## src/rtl/sdram_pkg.sv

```systemverilog
// Shared definitions for the SDRAM read initiator: word geometry, default widths
// and the reader state encoding.
package sdram_pkg;

  localparam int WORD_BYTES     = 4;
  localparam int DEFAULT_ADDR_W = 32;
  localparam int DEFAULT_DATA_W = 32;
  localparam int DEFAULT_LEN_W  = 16;

  typedef enum logic [2:0] {
    IDLE  = 3'd0,
    ISSUE = 3'd1,
    WAIT  = 3'd2,
    DRAIN = 3'd3,
    DONE  = 3'd4
  } reader_state_t;

endpackage

```

## src/rtl/sync_fifo.sv

```systemverilog
// Small first-word-fall-through FIFO built from registers; the head word is
// presented combinationally so the consumer sees it in the cycle after the push.
module sync_fifo #(
  parameter int WIDTH = 33,
  parameter int DEPTH = 4
) (
  input  logic                     clk,
  input  logic                     rst,
  input  logic                     push,
  input  logic                     pop,
  input  logic [WIDTH-1:0]         din,
  output logic [WIDTH-1:0]         dout,
  output logic [$clog2(DEPTH):0]   count,
  output logic                     empty,
  output logic                     full
);

  localparam int PTR_W = $clog2(DEPTH);

  logic [PTR_W-1:0]            wr_ptr_reg;
  logic [PTR_W-1:0]            rd_ptr_reg;
  logic [PTR_W:0]              count_reg;
  logic [DEPTH-1:0][WIDTH-1:0] entries;
  logic                        push_en;
  logic                        pop_en;

  assign empty   = (count_reg == '0);
  assign full    = (count_reg == (PTR_W+1)'(DEPTH));
  assign count   = count_reg;
  assign push_en = push && !full;
  assign pop_en  = pop && !empty;

  genvar gi;
  generate
    for (gi = 0; gi < DEPTH; gi++) begin : g_entry
      logic [WIDTH-1:0] entry_reg;
      always_ff @(posedge clk) begin
        if (rst) begin
          entry_reg <= '0;
        end else if (push_en && (wr_ptr_reg == PTR_W'(gi))) begin
          entry_reg <= din;
        end
      end
      assign entries[gi] = entry_reg;
    end
  endgenerate

  assign dout = entries[rd_ptr_reg];

  always_ff @(posedge clk) begin
    if (rst) begin
      wr_ptr_reg <= '0;
      rd_ptr_reg <= '0;
      count_reg  <= '0;
    end else begin
      if (push_en) begin
        wr_ptr_reg <= wr_ptr_reg + PTR_W'(1);
      end
      if (pop_en) begin
        rd_ptr_reg <= rd_ptr_reg + PTR_W'(1);
      end
      case ({push_en, pop_en})
        2'b10:   count_reg <= count_reg + (PTR_W+1)'(1);
        2'b01:   count_reg <= count_reg - (PTR_W+1)'(1);
        default: count_reg <= count_reg;
      endcase
    end
  end

endmodule

```

## src/rtl/sdram_burst_reader.sv

```systemverilog
// Burst read initiator: turns a (base, length) request into single-word reads,
// one outstanding at a time, and streams the words out with the last one tagged.
module sdram_burst_reader
  import sdram_pkg::*;
#(
  parameter int ADDR_W     = DEFAULT_ADDR_W,
  parameter int DATA_W     = DEFAULT_DATA_W,
  parameter int LEN_W      = DEFAULT_LEN_W,
  parameter int FIFO_DEPTH = 4
) (
  input  logic              clk,
  input  logic              rst,
  input  logic              req_valid,
  output logic              req_ready,
  input  logic [ADDR_W-1:0] req_addr,
  input  logic [LEN_W-1:0]  req_len,
  output logic              mem_read,
  output logic [ADDR_W-1:0] mem_addr,
  input  logic              mem_data_valid,
  input  logic [DATA_W-1:0] mem_data,
  output logic              out_valid,
  input  logic              out_ready,
  output logic [DATA_W-1:0] out_data,
  output logic              out_last,
  output logic              busy,
  output logic              done
);

  localparam int CNT_W = $clog2(FIFO_DEPTH) + 1;

  reader_state_t     state_reg;
  reader_state_t     state_next;
  logic [ADDR_W-1:0] addr_reg;
  logic [ADDR_W-1:0] addr_next;
  logic [LEN_W-1:0]  rem_reg;
  logic [LEN_W-1:0]  rem_next;

  logic              accept;
  logic              fifo_push;
  logic              fifo_pop;
  logic              fifo_empty;
  logic              fifo_full;
  logic [CNT_W-1:0]  fifo_count;
  logic [DATA_W:0]   fifo_dout;
  logic              last_word;

  assign accept    = (state_reg == IDLE) && req_valid;
  assign fifo_push = (state_reg == WAIT) && mem_data_valid;
  assign fifo_pop  = out_valid && out_ready;
  assign last_word = (rem_reg == LEN_W'(1));

  always_ff @(posedge clk) begin
    if (rst) begin
      state_reg <= IDLE;
    end else begin
      state_reg <= state_next;
    end
  end

  always_comb begin
    state_next = state_reg;
    case (state_reg)
      IDLE: begin
        if (req_valid) begin
          state_next = (req_len == '0) ? DONE : ISSUE;
        end
      end
      ISSUE: begin
        if (!fifo_full) begin
          state_next = WAIT;
        end
      end
      WAIT: begin
        if (mem_data_valid) begin
          state_next = last_word ? DRAIN : ISSUE;
        end
      end
      // The last pop can happen in this very cycle, so leave one cycle early.
      DRAIN: begin
        if (fifo_empty || ((fifo_count == CNT_W'(1)) && fifo_pop)) begin
          state_next = DONE;
        end
      end
      DONE:    state_next = IDLE;
      default: state_next = IDLE;
    endcase
  end

  always_comb begin
    req_ready = 1'b0;
    mem_read  = 1'b0;
    busy      = 1'b1;
    done      = 1'b0;
    case (state_reg)
      IDLE: begin
        req_ready = 1'b1;
        busy      = 1'b0;
      end
      ISSUE:   mem_read = !fifo_full;
      DONE:    done     = 1'b1;
      default: ;
    endcase
  end

  // Masking rather than slicing keeps every address bit in the expression.
  always_comb begin
    addr_next = addr_reg;
    rem_next  = rem_reg;
    if (accept) begin
      addr_next = req_addr & ~ADDR_W'(WORD_BYTES - 1);
      rem_next  = req_len;
    end else if (fifo_push) begin
      addr_next = addr_reg + ADDR_W'(WORD_BYTES);
      rem_next  = rem_reg - LEN_W'(1);
    end
  end

  always_ff @(posedge clk) begin
    if (rst) begin
      addr_reg <= '0;
      rem_reg  <= '0;
    end else begin
      addr_reg <= addr_next;
      rem_reg  <= rem_next;
    end
  end

  assign mem_addr = addr_reg;

  sync_fifo #(
    .WIDTH (DATA_W + 1),
    .DEPTH (FIFO_DEPTH)
  ) u_fifo (
    .clk   (clk),
    .rst   (rst),
    .push  (fifo_push),
    .pop   (fifo_pop),
    .din   ({last_word, mem_data}),
    .dout  (fifo_dout),
    .count (fifo_count),
    .empty (fifo_empty),
    .full  (fifo_full)
  );

  assign out_valid = !fifo_empty;
  assign out_data  = fifo_dout[DATA_W-1:0];
  assign out_last  = fifo_dout[DATA_W];

endmodule

```

## config.mk

```make
export PLATFORM = sky130hd
export DESIGN_NAME = sdram_burst_reader
export DESIGN_NICKNAME = d
export VERILOG_FILES = /design/src/rtl/sdram_pkg.sv /design/src/rtl/sync_fifo.sv /design/src/rtl/sdram_burst_reader.sv
export SDC_FILE = /design/constraint.sdc
export NUM_CORES = 1
export LEC_CHECK = 0
export CAP_MARGIN = 10
export CORE_UTILIZATION = 45
export CTS_CLUSTER_DIAMETER = 200
export CTS_CLUSTER_SIZE = 30
export DETAILED_ROUTE_END_ITERATION = 6
export GPL_TIMING_DRIVEN = 0
export PLACE_DENSITY_LB_ADDON = 0.05
export SETUP_SLACK_MARGIN = 0.05
export SLEW_MARGIN = 10
export SYNTH_ARGS = -nofsm -noshare
export SYNTH_HDL_FRONTEND = slang
export SYNTH_SLANG_ARGS = --single-unit
```

## constraint.sdc

```tcl
create_clock -name clk -period 2.21 [get_ports clk]
set_clock_uncertainty 0.2 [all_clocks]
set_input_delay 0.3315 -clock clk [delete_from_list [all_inputs] [get_ports clk]]
set_output_delay 0.3315 -clock clk [all_outputs]
set_load 0.03 [all_outputs]
```

==> results.md, run 1 <==
Detailed routing
• **post-DR vias/cell** 5.66
• **length of the first detailed-routing pass in iterations** 5
• **first-iteration detailed-routing DRC count** 435
• **total wirelength of the detailed-routed design** 26.6 mm
• **via count** 8301
• **average detailed-routed wire length per instance** 18.1 um
• **residual antenna-violating net count after detailed routing** 0
• **# DRC** 0

STA
• **count of final setup violators** 30
• **worst slew slack as a fraction of its limit** 0.519
• **Worst Tran Pin Value** 722 ps
• **minimum clock period** 2260 ps
• **Setup WS post-layout** -50.0 ps
• **Max Clk Rate** 442 MHz
• **RSZ-0062 raised after global routing** yes
• **final count of pins violating max slew** 0
• **portion of the clock cycle consumed by the worst path in the final layout** 1.02
• **Final Hold Viols** 0

Critical path
• **cell-by-cell listing of the critical path** buf_12, mux4_2, buf_6
• **Worst EP arrival** 1730 ps
• **slowest cell on the critical path** sky130_fd_sc_hd__mux4_2
• **startpoint of the most critical setup path** u_fifo.rd_ptr_reg[0]
• **length in cells of the worst reg-to-reg path** 5
• **delay contributed by the slowest stage of the critical path** 550 ps
• **Worst Path Buf+Inv** 2
• **worst reg-to-reg setup slack** 80 ps
• **data required time of the worst path** 1680 ps
• **Crit. End Element** output pin
• **nature of the critical path startpoint** flop
• **last element of the critical path** out_data[31]
• **delay-heaviest family, CP** multiplexers
• **source of the worst register-to-register timing path** mem_addr[5]
• **Crit path depth** 3
• **critical setup path kind** reg -> out
• **Worst R2R End** mem_addr[19]
• **highest fanout seen on the critical path** 9

Power
• **worst voltage drop across the vdd grid** 0.000548 V
• **proportion of power drawn by combinational gates** 0.261
• **P_leak** 4.02 nW
• **total power density per cell area** 788 nW/um^2
• **part of the power in the clock network** 0.320
• **switching power** 0.00296 W
• **internal power summed over all cells** 0.00620 W
• **share of total power in sequential cells** 0.419
• **Sw Ratio** 0.323
• **overall power** 0.00916 W

Yosys
• **register area share after synthesis** 0.435
• **FF+latch count, synth** 188
• **Top FF cell, synth** sky130_fd_sc_hd__dfxtp_1
• **cells after synthesis** 1038
• **number of synthesized flops with an enable pin** 0
• **cell taking the most area after synthesis** sky130_fd_sc_hd__dfxtp_1
• **post-synth top area share** 0.435
• **Distinct cells, synth** 60
• **Yosys warning count** 0
• **most used standard cells in the synthesized netlist** sky130_fd_sc_hd__nand2_1 (294), sky130_fd_sc_hd__dfxtp_1 (188), sky130_fd_sc_hd__a21oi_1 (154)
• **top post-synthesis cells by area** sky130_fd_sc_hd__dfxtp_1 (43%), sky130_fd_sc_hd__nand2_1 (13%), sky130_fd_sc_hd__a21oi_1 (8.9%), sky130_fd_sc_hd__mux4_2 (8.6%), sky130_fd_sc_hd__clkbuf_1 (2.9%)
• **Post-Synthesis Cell Area** 8650 sq um
• **share of synthesized flip-flops with an asynchronous set or reset** 0
• **library cell with the highest instance count after synthesis** sky130_fd_sc_hd__nand2_1
• **average size of a mapped cell** 8.34 sq um

CTS
• **CTS H-Tree Depth** 4
• **Clk pin slew, worst setup/hold paths** 70 ps
• **worst-case clock buffer depth** 2
• **TritonCTS Sinks** 188
• **clock latency of the later-clocked register in the worst-skew pair** 430 ps
• **Inserted Clock Buffers** 17
• **number of buffers inserted by hold repair at cts** 0
• **clock tree from TritonCTS** done
• **Clock Root Buffer** sky130_fd_sc_hd__clkbuf_16

Floorplanning
• **std cell rows** 50
• **Die Footprint** 19800 sq um
• **I/O pin count** 155
• **horizontal extent of the die** 141 um
• **initial standard-cell utilization of the core** 0.461
• **overall die height** 141 um
• **CORE AREA** 18800 sq um

Run status
• **result of the run** finished, violations left
• **violated checks** setup timing

Global route
• **number of antenna violations at the first check in global routing** 0
• **pin count of the biggest net entering global routing** 18
• **final global-route overflow total** 0
• **via count of the first global-routing pass** 8002
• **global-route wire length before repair** 42.1 mm
• **aggregate global-route resource usage** 0.271

Placement
• **Post-Place Setup Slack** -849 ps
• **Detail Placement HPWL** 18.1 mm
• **Final Wtd Congestion** 0.816
• **buffers added on ports** 149

Cells and area
• **layout-stage area growth over the synthesis result** 34.3%
• **flip-flop count of the largest register, all copies and words added** 132
• **flip-flop and latch area** 3810 sq um
• **area of the multi-input gates** 4710 sq um
• **fill cell total of the finished layout** 1696
• **nets@finish** 1317
• **fraction of layout instances using a drive strength above 1** 0.183
• **Diodes inserted** 0

Worst hold path
• **worst hold stages** 3
• **Hold/Removal Path Class** in -> reg

Flow run
• **maximum capacitance violations** 0

[layer usage]
layer,share of wire,GRT usage,up-vias
met5,0,0,-
met4,0.012,0.0738,0
met3,0.056,0.0499,23
met2,0.49,0.465,259
met1,0.44,0.351,3975
li1,-,-,4044
[worst min-delay path: stages]
cell,delay [ps]
sky130_fd_sc_hd__clkbuf_1,260
sky130_fd_sc_hd__or3_1,180
sky130_fd_sc_hd__nor3_1,40
[worst min-delay path by stage]
stage / start / endpoint
after CTS: rst / mem_addr[28]
after global placement: u_fifo.g_entry[3].entry_reg[27] / u_fifo.g_entry[3].entry_reg[27]
after detailed placement: u_fifo.g_entry[3].entry_reg[18] / u_fifo.g_entry[3].entry_reg[18]
final: rst / mem_addr[28]
after global routing: rst / mem_addr[28]
after floorplan: u_fifo.g_entry[1].entry_reg[32] / u_fifo.g_entry[1].entry_reg[32]
[power by group through the flow]
stage / Clock (W) / Sequential (W) / Combinational, W
detailed placement: 0 / 0.00384 / 0.00211
floorplan: 0 / 0.00394 / 0.00119
global route: 0.00312 / 0.00387 / 0.00257
finish: 0.00293 / 0.00384 / 0.00239
global placement: 0 / 0.00384 / 0.00211
CTS: 0.00296 / 0.00382 / 0.00233
[timing repair]
item | 4_1_cts | 5_1_grt
buffers inserted | 9 | 9
endpoints found under the setup margin | 216 | 166
pin swaps | 5 | 6
cloned | 1 | 0
gates resized for setup | 350 | 56
[per-stage QoR]
step	utilization	TNS, ps	std cells	hold slack (ps)	instance area (sq um)
4_1_cts	0.608	-1080	1460	193	11400
3_3_place_gp	0.558	-102060	1422	240	10500
5_1_grt	0.619	-1990	1467	252	11600
6_report	0.619	-425	1467	213	11600
3_5_place_dp	0.558	-107470	1422	244	10500
2_1_floorplan	-	-36.5	1039	229	8690
[final cells by class]
cell class | instances | share of cell area
Tap cell | 234 | 0.0252
Clock buffer | 19 | 0.0381
Inverter | 12 | 0.00409
Multi-Input combinational cell | 757 | 0.405
Sequential cell | 188 | 0.328
Timing Repair Buffer | 168 | 0.148
Clock inverter | 13 | 0.00958
Buffer | 76 | 0.0418
[layout by cell type (no fill, tap or decap), types with 14 or more instances in the layout]
master and count:
sky130_fd_sc_hd__buf_6 36, sky130_fd_sc_hd__mux4_2 33, sky130_fd_sc_hd__nand4_1 14, sky130_fd_sc_hd__nor2_1 39, sky130_fd_sc_hd__nand2_1 292, sky130_fd_sc_hd__buf_4 23, sky130_fd_sc_hd__clkbuf_16 17, sky130_fd_sc_hd__nand3_1 22
sky130_fd_sc_hd__clkbuf_1 28, sky130_fd_sc_hd__a21oi_1 154, sky130_fd_sc_hd__dfxtp_1 168, sky130_fd_sc_hd__clkbuf_2 15, sky130_fd_sc_hd__clkdlybuf4s50_1 106
[logic make-up (layout without fill, tap and decap cells)]
kind of cell	count (synthesis)	in the layout	share of synthesized area
muxes	40	40	0.0944
AOI/OAI and AO/OA	236	236	0.160
other	1	2	0.000433
and+or+nand+nor	454	454	0.236
DFF	188	188	0.435
buffers and inverters	94	288	0.0434
adders and majority gates	12	12	0.0173
xor gates and xnor gates	13	13	0.0132
(Power assumes the default switching activity.)
==> run 2, diff against run 1 <==
CORE_MARGIN = 5   (was unset)
==> results.md, run 2 (synthesized netlist as in run 1, its figures left out) <==
Detailed routing
• **length of the first detailed-routing pass in iterations** 5
• **average detailed-routed wire length per instance** 18.1 um
• **max layer used** met4
• **via count** 8313
• **total wirelength of the detailed-routed design** 27.0 mm
• **# DRC** 0
• **met3 layer wire length in the routed design** 1.66 mm
• **post-DR vias/cell** 5.57
• **met1 layer wirelength in the final routing** 12.1 mm
• **detailed-routed wire length on met2** 12.9 mm
• **residual antenna-violating net count after detailed routing** 0
• **first-iteration detailed-routing DRC count** 584

Floorplanning
• **I/O pin count** 155
• **CORE AREA** 18800 sq um
• **overall die height** 149 um
• **std cell rows** 50
• **initial standard-cell utilization of the core** 0.460
• **Die Footprint** 22100 sq um
• **horizontal extent of the die** 149 um

Critical path
• **source of the worst register-to-register timing path** state_reg[2]
• **Crit. End Element** output pin
• **delay contributed by the slowest stage of the critical path** 530 ps
• **nature of the critical path startpoint** flop
• **Worst R2R End** u_fifo.count[2]
• **Worst Path Buf+Inv** 2
• **critical setup path kind** reg -> out
• **highest fanout seen on the critical path** 10
• **cell-by-cell listing of the critical path** buf_12, mux4_2, buf_6
• **length in cells of the worst reg-to-reg path** 8
• **delay-heaviest family, CP** multiplexers
• **Worst EP arrival** 1730 ps
• **data required time of the worst path** 1680 ps
• **slowest cell on the critical path** sky130_fd_sc_hd__mux4_2
• **worst reg-to-reg setup slack** 60 ps

Worst hold path
• **hold path endpoint** mem_addr[28]
• **worst hold stages** 3
• **Hold/Removal Path Class** in -> reg
• **HP Start** rst

Cells and area
• **nets@finish** 1317
• **layout-stage area growth over the synthesis result** 33.8%
• **fraction of layout instances using a drive strength above 1** 0.183
• **flip-flop count of the largest register, all copies and words added** 132
• **flip-flop and latch area** 3800 sq um
• **post-layout utilization of the core** 0.615
• **fill cell total of the finished layout** 1691
• **Diodes inserted** 0
• **final instance area** 11600 sq um
• **most common cell after layout, fill and taps aside** sky130_fd_sc_hd__nand2_1
• **area of the multi-input gates** 4720 sq um
• **most frequent cells in the layout** sky130_fd_sc_hd__nand2_1 (291), sky130_fd_sc_hd__dfxtp_1 (168), sky130_fd_sc_hd__a21oi_1 (153)

STA
• **Final Hold Viols** 0
• **Setup WS post-layout** -54.1 ps
• **RSZ-0062 raised after global routing** yes
• **count of final setup violators** 31
• **Max Clk Rate** 442 MHz
• **minimum clock period** 2260 ps
• **worst slew slack as a fraction of its limit** 0.523
• **final sum of negative setup slack** -1100 ps
• **final count of pins violating max slew** 0
• **Worst Tran Pin Value** 708 ps
• **portion of the clock cycle consumed by the worst path in the final layout** 1.02

Flow run
• **maximum capacitance violations** 0

CTS
• **Clk pin slew, worst setup/hold paths** 70 ps
• **Inserted Clock Buffers** 17
• **clock tree from TritonCTS** done
• **CTS H-Tree Depth** 4
• **clock latency of the later-clocked register in the worst-skew pair** 430 ps
• **number of buffers inserted by hold repair at cts** 0
• **Clock Root Buffer** sky130_fd_sc_hd__clkbuf_16
• **worst-case clock buffer depth** 2
• **TritonCTS Sinks** 188

Power
• **total power density per cell area** 798 nW/um^2
• **worst voltage drop across the vdd grid** 0.000486 V
• **P_leak** 4.01 nW

Placement
• **buffers added on ports** 149
• **Detail Placement HPWL** 18.8 mm
• **Final Wtd Congestion** 0.846
• **Post-Place Cell Area** 10500 sq um

Run status
• **violated checks** setup timing
• **result of the run** finished, violations left

Global route
• **aggregate global-route resource usage** 0.242
• **number of antenna violations at the first check in global routing** 0
• **via count of the first global-routing pass** 8037
• **global-route wire length before repair** 42.8 mm
• **final global-route overflow total** 0
• **pin count of the biggest net entering global routing** 17

==> run 2: cell count changes in the layout (fill, tap and decap cells not counted), sizes merged <==
cell and change:
dlygate4sd2 +1, inv -5, clkinv -1, clkdlybuf4s15 -1
clkinvlp +1, bufinv +2, bufbuf -1, buf -4
clkbuf +7
==> run 2: what timing repair did <==
action / CTS / global route
gates cloned: 1 / 0
gates resized for setup: 311 / 92
endpoints found under the setup margin: 214 / 180
setup buffers: 13 / 7
pin swaps: 4 / 5
==> run 2: stage by stage <==
stage | hold slack (ps) | cells | total power [W] | worst slack [ps]
3_5_place_dp | 245 | 1448 | 0.00595 | -765
3_3_place_gp | 239 | 1448 | 0.00595 | -760
5_1_grt | 267 | 1492 | 0.00962 | -109
4_1_cts | 213 | 1490 | 0.00926 | -153
2_1_floorplan | 229 | 1039 | 0.00514 | -18.2
6_report | 225 | 1492 | 0.00924 | -54.1
==> run 2: final cells by class <==
cell class,instances,area share
buffer,75,0.0393
clock buffer,21,0.0389
clock inverter,10,0.0100
inverter,12,0.00389
multi-input combinational,757,0.407
sequential,188,0.328
tap,260,0.0281
timing repair buffer,169,0.144
==> run 2: worst max path at each step <==
stage	slack [ps]	end	cells after the start	from
after floorplan	-20	mem_addr[19]	5	mem_addr[8]
after global placement	-760	out_data[24]	4	u_fifo.rd_ptr_reg[0]
after detailed placement	-770	out_data[24]	4	u_fifo.rd_ptr_reg[0]
after CTS	-150	out_data[10]	3	u_fifo.rd_ptr_reg[0]
after global routing	-110	out_data[14]	3	u_fifo.rd_ptr_reg[0]
final	-50	out_data[14]	3	u_fifo.rd_ptr_reg[0]
==> run 2: worst register-to-register path: cells and delay by family (launching register included) <==
kind	cells	cell delay, ps
buf+inv	2	290
simple gates	3	790
compound gates	1	110
flops	1	380
mux	1	150
fa+ha+maj	1	160
==> run 2: metal layers <==
metal	vias up	track usage
li1	4047	-
met1	3948	0.330
met2	289	0.397
met3	29	0.0414
met4	0	0.0684
met5	-	0
==> run 2: where the power goes <==
group	leakage [nW]	internal, W	switching, W
clock network	0.273	0.00169	0.00133
logic	2.21	0.00111	0.00128
registers	1.53	0.00358	0.000250
==> run 3, diff against run 2 <==
CTS_CLUSTER_SIZE = unset   (was 30)
clock period = 2.84 ns   (was 2.21 ns; I/O delays follow)
==> results.md, run 3 (synthesized netlist as in run 1, its figures left out) <==
Global route
• **final global-route overflow total** 0
• **pin count of the biggest net entering global routing** 17
• **global-route wire length before repair** 42.2 mm
• **number of antenna violations at the first check in global routing** 0
• **via count of the first global-routing pass** 7920
• **aggregate global-route resource usage** 0.239

Placement
• **buffers added on ports** 149
• **Final Wtd Congestion** 0.836
• **Detail Placement HPWL** 18.6 mm
• **Post-Place Cell Area** 10500 sq um

Detailed routing
• **average detailed-routed wire length per instance** 17.9 um
• **total wirelength of the detailed-routed design** 26.5 mm
• **length of the first detailed-routing pass in iterations** 5
• **first-iteration detailed-routing DRC count** 636
• **via count** 8188
• **post-DR vias/cell** 5.54
• **residual antenna-violating net count after detailed routing** 0
• **# DRC** 0

Cells and area
• **most frequent cells in the layout** sky130_fd_sc_hd__nand2_1 (294), sky130_fd_sc_hd__dfxtp_1 (186), sky130_fd_sc_hd__a21oi_1 (154)
• **final instance area** 11100 sq um
• **post-layout utilization of the core** 0.587
• **most common cell after layout, fill and taps aside** sky130_fd_sc_hd__nand2_1
• **flip-flop count of the largest register, all copies and words added** 132
• **fraction of layout instances using a drive strength above 1** 0.0772
• **layout-stage area growth over the synthesis result** 27.8%
• **Diodes inserted** 0
• **nets@finish** 1302

Power
• **P_leak** 3.75 nW
• **total power density per cell area** 632 nW/um^2
• **overall power** 0.00699 W
• **worst voltage drop across the vdd grid** 0.000353 V

Floorplanning
• **overall die height** 149 um
• **Die Footprint** 22100 sq um
• **CORE AREA** 18800 sq um
• **I/O pin count** 155
• **initial standard-cell utilization of the core** 0.460
• **std cell rows** 50
• **horizontal extent of the die** 149 um

STA
• **final count of pins violating max slew** 0
• **Max Clk Rate** 368 MHz
• **worst slew slack as a fraction of its limit** 0.282
• **Worst Tran Pin Value** 1070 ps
• **Final Hold Viols** 0
• **portion of the clock cycle consumed by the worst path in the final layout** 0.958
• **RSZ-0062 raised after global routing** no
• **final sum of negative setup slack** 0 ps
• **count of final setup violators** 0
• **minimum clock period** 2720 ps

CTS
• **worst-case clock buffer depth** 2
• **clock tree from TritonCTS** done
• **CTS H-Tree Depth** 4
• **Clk pin slew, worst setup/hold paths** 70 ps
• **clock latency of the later-clocked register in the worst-skew pair** 440 ps
• **postcts setup bufs** 0
• **TritonCTS Sinks** 188
• **Clock Root Buffer** sky130_fd_sc_hd__clkbuf_16
• **Inserted Clock Buffers** 17

Critical path
• **delay contributed by the slowest stage of the critical path** 680 ps
• **delay-heaviest family, CP** buffers and inverters
• **critical setup path kind** reg -> out
• **Worst Path Buf+Inv** 2
• **slowest cell on the critical path** sky130_fd_sc_hd__clkdlybuf4s50_1
• **cell-by-cell listing of the critical path** clkbuf_1, or3_1, clkdlybuf4s50_1
• **nature of the critical path startpoint** flop
• **Worst EP arrival** 2090 ps
• **highest fanout seen on the critical path** 10
• **Crit. End Element** output pin
• **data required time of the worst path** 2210 ps

Flow run
• **maximum capacitance violations** 0

Worst hold path
• **Hold/Removal Path Class** reg -> reg

Run status
• **result of the run** finished, final reports clean

==> run 3: cell types whose count changed in the layout (fill, tap and decap cells not counted), moves of 5 or more <==
cell / before / now
sky130_fd_sc_hd__clkdlybuf4s50_1: 106 / 118
sky130_fd_sc_hd__buf_4: 24 / 3
sky130_fd_sc_hd__dfxtp_1: 168 / 186
sky130_fd_sc_hd__clkbuf_1: 29 / 60
sky130_fd_sc_hd__dfxtp_2: 14 / 1
sky130_fd_sc_hd__buf_2: 14 / 3
sky130_fd_sc_hd__dfxtp_4: 6 / 1
sky130_fd_sc_hd__buf_6: 33 / 4
sky130_fd_sc_hd__clkbuf_2: 18 / 5
sky130_fd_sc_hd__dlygate4sd2_1: 3 / 29
sky130_fd_sc_hd__clkbuf_4: 11 / 3
==> run 3: report_power, final <==
group,switching [W],leakage [nW],internal (W)
Clock,0.00108,0.282,0.00133
Combinational,0.000936,1.94,0.000686
Sequential,0.000179,1.53,0.00278
Total,0.00219,3.75,0.00479
==> run 3: per-stage QoR <==
step | instances | setup WS, ps | hold WS, ps
floorplan | 1039 | 402 | 229
global placement | 1448 | -528 | 238
detailed placement | 1448 | -551 | 244
CTS | 1478 | 69.3 | 254
global route | 1478 | 45.9 | 266
finish | 1478 | 120 | 251
==> run 3: metal layers <==
metal / routed length [um] / part of all wire / global-route usage
met4: 300 / 0.011 / 0.0642
met3: 1650 / 0.062 / 0.0363
met1: 11900 / 0.45 / 0.330
met5: 0 / 0 / 0
met2: 12600 / 0.48 / 0.393
==> run 3: worst paths after layout <==
kind	cells past startpoint	endpoint	slack [ps]	from
worst max register to register	7	u_fifo.g_entry[3].entry_reg[27]	180	state_reg[2]
worst min register to register	2	u_fifo.g_entry[2].entry_reg[0]	250	u_fifo.g_entry[2].entry_reg[0]
worst max-delay path	3	busy	120	state_reg[0]
worst min-delay path	2	u_fifo.g_entry[2].entry_reg[0]	250	u_fifo.g_entry[2].entry_reg[0]
==> run 3: final cells by class <==
| cell class | instances | area [sq um] |
|---|---|---|
| inverters | 12 | 45.0 |
| multi-input cells | 757 | 4520 |
| plain buffers | 80 | 363 |
| clock buffers | 20 | 447 |
| clock inverters | 12 | 134 |
| flip-flops and latches | 188 | 3770 |
| fillers | 1768 | 7770 |
| well taps | 260 | 325 |
| repair buffers | 149 | 1460 |
==> run 3: worst reg2reg max path, stage by stage, from the launching register on <==
cell and delay (ps):
sky130_fd_sc_hd__dfxtp_1 490, sky130_fd_sc_hd__and4bb_2 300, sky130_fd_sc_hd__buf_2 210, sky130_fd_sc_hd__clkbuf_4 230
sky130_fd_sc_hd__nand3_1 320, sky130_fd_sc_hd__clkbuf_1 530, sky130_fd_sc_hd__nand2_1 140, sky130_fd_sc_hd__a21oi_1 180
==> run 3: what timing repair did <==
item / in CTS / in global routing
hold buffers: 0 / 0
pin swaps: 0 / 0
setup endpoints to repair: 35 / 74
resized for setup: 51 / 12
endpoints found under the hold margin: 0 / 0
